File: src/rtl/pmod_adc_emu_if.sv
// pmod_adc_emu_if: pin bundle between a SAR controller and the PmodADC front-end emulator
interface pmod_adc_emu_if #(
    parameter int W = 14
);
    logic         sh;
    logic         ser;
    logic         sclk;
    logic         lclk;
    logic [W-1:0] analog;
    logic         comp;
    logic [W-1:0] dac_code;
    logic [W-1:0] held;
    logic         frame_err;
    modport master (
        output sh, ser, sclk, lclk, analog,
        input  comp, dac_code, held, frame_err
    );
    modport slave (
        input  sh, ser, sclk, lclk, analog,
        output comp, dac_code, held, frame_err
    );
endinterface

File: src/rtl/pmod_adc_emu.sv
// pmod_adc_emu: PmodADC front-end emulator (shift-register DAC, sample/hold, comparator)
// answering a SAR controller's asynchronous pins; analog input is a digital word.
module pmod_adc_emu #(
    parameter int W        = 14,
    parameter int COMP_LAT = 1
) (
    input logic          clk_i,
    input logic          reset_ni,
    pmod_adc_emu_if.slave bus
);
    logic [2:0]          sclk_q, lclk_q;
    logic [1:0]          sh_q, ser_q;
    logic [W-1:0]        shreg, shreg_next, dac_code, held;
    logic [4:0]          bcnt, bcnt_next;
    logic [COMP_LAT-1:0] dly;
    logic                sclk_rise, lclk_rise, frame_err;

    // A shift and a latch in the same cycle latch the freshly shifted word.
    always_comb begin
        sclk_rise  = sclk_q[1] & ~sclk_q[2];
        lclk_rise  = lclk_q[1] & ~lclk_q[2];
        shreg_next = sclk_rise ? {shreg[W-2:0], ser_q[1]} : shreg;
        bcnt_next  = (sclk_rise && bcnt != 5'd31) ? bcnt + 5'd1 : bcnt;
    end

    // sh needs no edge detect: held simply follows analog while tracking.
    always_ff @(posedge clk_i) begin
        if (!reset_ni) begin
            sclk_q    <= '0;
            lclk_q    <= '0;
            sh_q      <= '0;
            ser_q     <= '0;
            shreg     <= '0;
            bcnt      <= '0;
            dac_code  <= '0;
            held      <= '0;
            frame_err <= 1'b0;
            dly       <= '0;
        end else begin
            sclk_q    <= {sclk_q[1:0], bus.sclk};
            lclk_q    <= {lclk_q[1:0], bus.lclk};
            sh_q      <= {sh_q[0], bus.sh};
            ser_q     <= {ser_q[0], bus.ser};
            shreg     <= shreg_next;
            bcnt      <= lclk_rise ? '0 : bcnt_next;
            dac_code  <= lclk_rise ? shreg_next : dac_code;
            held      <= sh_q[1] ? bus.analog : held;
            frame_err <= lclk_rise && bcnt_next != 5'(W);
            dly       <= (dly << 1) | COMP_LAT'(held >= dac_code);
        end
    end

    assign bus.comp      = dly[COMP_LAT-1];
    assign bus.dac_code  = dac_code;
    assign bus.held      = held;
    assign bus.frame_err = frame_err;
endmodule

File: src/flat_wrapper.sv
// flat-port wrapper written by rule: the top's interface ports become plain ports
module pmod_adc_emu_flat 
#(
    parameter int W        = 14,
    parameter int COMP_LAT = 1
)
  (clk_i, reset_ni, bus_sh, bus_ser, bus_sclk, bus_lclk, bus_analog, bus_comp, bus_dac_code, bus_held, bus_frame_err);
  pmod_adc_emu_if #(.W(W)) bus_i ();
  input logic clk_i;
  input logic reset_ni;
  input wire logic [$bits(bus_i.sh)-1:0] bus_sh;
  input wire logic [$bits(bus_i.ser)-1:0] bus_ser;
  input wire logic [$bits(bus_i.sclk)-1:0] bus_sclk;
  input wire logic [$bits(bus_i.lclk)-1:0] bus_lclk;
  input wire logic [$bits(bus_i.analog)-1:0] bus_analog;
  output wire logic [$bits(bus_i.comp)-1:0] bus_comp;
  output wire logic [$bits(bus_i.dac_code)-1:0] bus_dac_code;
  output wire logic [$bits(bus_i.held)-1:0] bus_held;
  output wire logic [$bits(bus_i.frame_err)-1:0] bus_frame_err;
  assign bus_i.sh = bus_sh;
  assign bus_i.ser = bus_ser;
  assign bus_i.sclk = bus_sclk;
  assign bus_i.lclk = bus_lclk;
  assign bus_i.analog = bus_analog;
  assign bus_comp = bus_i.comp;
  assign bus_dac_code = bus_i.dac_code;
  assign bus_held = bus_i.held;
  assign bus_frame_err = bus_i.frame_err;
  pmod_adc_emu #(.W(W), .COMP_LAT(COMP_LAT)) u_core (.clk_i(clk_i), .reset_ni(reset_ni), .bus(bus_i));
endmodule
File: config.mk
export PLATFORM = sky130hd
export DESIGN_NAME = pmod_adc_emu_flat
export DESIGN_NICKNAME = d
export VERILOG_FILES = /design/src/rtl/pmod_adc_emu_if.sv /design/src/rtl/pmod_adc_emu.sv /design/src/flat_wrapper.sv
export SDC_FILE = /design/constraint.sdc
export NUM_CORES = 1
export LEC_CHECK = 0
export CAP_MARGIN = 15
export CORE_AREA = 2 2 86 63
export CTS_BUF_LIST = sky130_fd_sc_hd__clkbuf_8
export DETAILED_ROUTE_END_ITERATION = 10
export DIE_AREA = 0 0 88 65
export PLACE_DENSITY = 0.89
export SLEW_MARGIN = 20
export SYNTH_ARGS = -nofsm -noshare
export SYNTH_HDL_FRONTEND = slang
export SYNTH_SLANG_ARGS = --single-unit
File: constraint.sdc
create_clock -name clk_i -period 1.9 [get_ports clk_i]
set_input_delay 0.19 -clock clk_i [delete_from_list [all_inputs] [get_ports clk_i]]
set_output_delay 0.19 -clock clk_i [all_outputs]
set_load 0.05 [all_outputs]
Yosys cells after proc, flatten, opt, wreduce, memory -nomap -nowiden
Index checks and enable logic that the tools add are counted.

word-level totals
  bits in latches = 0
  ROM bits = 0
  memories = 0
  output and inout port bits = 30
  register bits = 59
  RAM bits = 0

cells by class
  $mul = 0
  equal/unequal tests = 2
  order comparisons = 1
  reductions and logical operators = 3
  divide/modulo/power cells = 0
  shifts and indexed selects = 0
  bitwise logic cells = 5
  muxes and demuxes = 2
  add/subtract/negate cells = 1

operators by type and width
  operator                                       number
  >= comparator 14 bit                           1
  2-to-1 mux 14 bit                              1
  adder 5 x 1 -> 5 bit, second input constant    1
  2-to-1 mux 5 bit                               1
  != test 5 x 4 -> 1 bit, second input constant  1
  != test 5 bit, second input constant           1
  NOT 1 bit                                      3
  bitwise AND 1 bit                              2
  logical AND 1 bit                              2
  OR reduction 2 bit                             1

Logic depth before layout (Yosys ltp)
  word-level depth = 6
  mapped depth = 7
  mapped depth without buffers = 7

Worst setup path after synthesis
OpenSTA, ideal clock, no wires.

  path type = reg-to-reg
  from = register u_core.bcnt[0]
  to = register u_core.bcnt[3]
  stages on the path, launching flop included = 8
  data arrival time = 1.595 ns
  path buffers = 0
  clock period less this slack = 1.709 ns
  setup slack = 0.191 ns
  cell sequence = dfxtp_1 ha_1 and3_1 ha_1 nor2_8 nand4_4 xnor2_2 and2b_1

between the ends
  longest elaborated chain between the ends = 3
  elaborated cells on any way between the ends = 4

ends and longest elaborated chain
  what                                                          line                text
  from (decl)                                                   pmod_adc_emu.sv:14  logic [4:0] bcnt, bcnt_next;
  from (signal assigned)                                        pmod_adc_emu.sv:45  bcnt <= lclk_rise ? '0 : bcnt_next;
  branches (longest 2 deep; another with adder 5 x 1 -> 5 bit)  -
  2-to-1 mux 5 bit (*)                                          pmod_adc_emu.sv:23  bcnt_next = (sclk_rise && bcnt != 5'd31) ? bcnt + 5'd1 : bcnt;

Every way passes the cells marked *.
A chain may end at the register's enable or synchronous reset.

Worst setup path after layout
  from = register u_core.bcnt[1]
  to = register u_core.frame_err, in the netlist u_core.bus.frame_err

between the ends
  longest elaborated chain between the ends = 5
  elaborated cells on any way between the ends = 6

ends and longest elaborated chain
  what                                                          line                text
  branches (longest 2 deep; another with adder 5 x 1 -> 5 bit)  -
  2-to-1 mux 5 bit (*)                                          pmod_adc_emu.sv:23
  != test 5 x 4 -> 1 bit (*)                                    pmod_adc_emu.sv:48  frame_err <= lclk_rise && bcnt_next != 5'(W);
  logical AND 1 bit (*)                                         pmod_adc_emu.sv:48
  to (signal assigned)                                          pmod_adc_emu.sv:48
  to (decl)                                                     pmod_adc_emu.sv:16  logic sclk_rise, lclk_rise, frame_err;

Marked as above.

==> qor.txt <==
Die width: 88 µm
Post-synth ARST share: 0%
Clk Latency, worst-skew pair: 0.34 ns
Post-DR wirelength/cell: 12.7 µm
Avg Cell Area, Syn: 9.75 µm²
CTS tree: yes
First-pass GRT wire length: 8560 µm
Row count: 22
Critical path type: flop to flop
Share of cells above drive strength 1: 18.0%
Post-detail-place hpwl: 3600 µm
Antenna violations before repair: 0
H-tree Lvls: 3
Setup_tns: 0 ns
Flops & latches, synth: 59
Commonest non-fill, non-tap cell in the layout: dfxtp_1
Overflow after GRT: 0
Reg area: 1180 µm²
DRT iter0 DRCs: 77
Clock slew at reported path FFs: 0.07 ns
Max Clock Freq: 564 MHz
Routed WL: 4940 µm
Status: completed
PD cells: 832 nW/µm²
Synth Cell Area: 2520 µm²
Main synth FF type: dfxtp_1
GPL Wtd Cong: 0.762
Maximum VDD drop: 0.727 mV
Total CTS buffers: 9
Post-CTS setup buffers: 0
Tot Pwr: 2.73 mW
Hold-fix buffers, CTS: 0
Crit share post-route: 93.4%
Vias in the first global route: 1871
Max Clock Skew: 0.00543 ns
# fillers: 410
Pleak: 1.27 nW
Area delta synth->final: 30.6%
Starting Density: 50.5%
Antenna diodes: 0
Sequential fraction of the synthesis area: 46.9%
Hold/Removal Path Class: flop to flop
Vias per std cell: 4.90
Port-buffer cells: 49
DIE HEIGHT: 65 µm
Num Clock Sinks: 59
Largest net degree at the start of global routing: 42
Die area: 5720 µm²
Max Cap Violations: 0
WHS Path Cells: 1
Post-cts sizing count: 0
Top cell type's share of synthesized area: 46.9%
Post-synth top area cell: dfxtp_1
Slew Limit Headroom: 65.5%
All-Layer GR Usage: 19.8%
Area occupied by multi-input gates: 1200 µm²
FF-to-FF path depth: 7
Final slew viol count: 0
Synth Warn #: 0
DRT Pass-1 Iters: 6
Crit path launch type: flop
Slew @ Worst Pin: 0.517 ns
Antenna Nets Post-Route: 0
Fin. Hold Viols: 0
CP Max Fanout: 7
Unrepaired setup endpoints after global routing: no
Max Buffers Root-to-Sink: 2
Cells after Synth: 258
WHS: 0.425 ns
Post-synth EDFFs: 0
CP Capture Type: flop
DR DRC count: 0
Yosys cell types: 36
Crit path time final: 1.77 ns
Top cells by area, synth: dfxtp_1, ha_1, mux2i_1
Nets: 348
Via Count: 1908
Commonest cells after routing, fill and taps aside: dfxtp_1, clkdlybuf4s50_1, nand2_1, nor2_1
CTS Root Cell: clkbuf_8
Final setup fails: 0
WP data required: 2.16 ns
Core area: 4980 µm²
Ports: 50
Mapped Nets: 294
Crit path DAT: 2.03 ns
## stage by stage
| stage | area, µm² | instances | worst slack (ns) | utilization, % |
|---|---|---|---|---|
| after global placement | 3080 | 373 | 0.191 | 61.8 |
| after floorplan | 2520 | 258 | 0.191 | - |
| final | 3290 | 389 | 0.126 | 65.9 |
| after CTS | 3290 | 389 | 0.117 | 65.9 |
| after global routing | 3290 | 389 | 0.0374 | 65.9 |
| after detailed placement | 3080 | 373 | 0.130 | 61.8 |
## critical path: stages, from the launching register on
cell and delay [ns]:
dfxtp_1 0.36, ha_1 0.24, and3_1 0.19, ha_1 0.26, nor2_8 0.20, nand4_4 0.12, xnor2_2 0.15, a211oi_1 0.18
## synthesized netlist by cell type, types with 2 or more instances
cell,number
inv_1,15
buf_2,7
nand2_2,8
nand2_1,30
and2_1,10
nor3_1,3
dfxtp_1,59
xnor2_1,2
mux2_2,12
ha_1,16
nand4_1,3
mux2i_1,14
nor2_1,30
o21ai_0,3
nand2b_1,3
a21oi_1,13
a21oi_2,11
## path summary, 6_finish.rpt
path | slack, ns | startpoint | end
setup / recovery | 0.13 | u_core.bcnt[1] | u_core.bus.frame_err
hold / removal | 0.43 | u_core.lclk_q[2] | u_core.bus.frame_err
setup reg to reg | 0.13 | u_core.bcnt[1] | u_core.bus.frame_err
hold reg to reg | 0.43 | u_core.lclk_q[2] | u_core.bus.frame_err
## registers in the layout (all words and copies together) (netlist names)
register,flops
u_core.bus.held,14
u_core.sclk_q,3
u_core.shreg,14
u_core.sh_q,2
u_core.bus.comp,1
u_core.lclk_q,3
u_core.bcnt,5
u_core.bus.frame_err,1
u_core.bus.dac_code,14
u_core.ser_q,2
## logic make-up after synthesis
group | after synthesis | synth area share [%]
xor+xnor | 4 | 1.69
mux | 27 | 11.4
compound gates | 31 | 8.25
flops | 59 | 46.9
buf+inv | 28 | 5.42
simple gates | 93 | 18.3
fa+ha+maj | 16 | 7.96
## metal layers
metal	up-vias	GRT usage [%]	wire length, µm
met3	3	8.15	285
met1	896	24.3	2310
met2	50	32.3	2300
met4	0	5.00	40
met5	-	0	0
li1	959	-	-
## where the power goes
| group | switching, mW | internal [mW] |
|---|---|---|
| Clock | 0.473 | 0.723 |
| Combinational | 0.145 | 0.114 |
| Sequential | 0.0147 | 1.26 |
| Total | 0.633 | 2.10 |
## area by class of cell
type,instances,area share [%]
clock inverter,7,2.55
tap,72,2.74
multi-input combinational,171,36.5
sequential,59,35.9
timing repair buffer,55,16.7
inverter,16,1.83
clock buffer,9,3.77
Power figures use the tool's default switching activity.
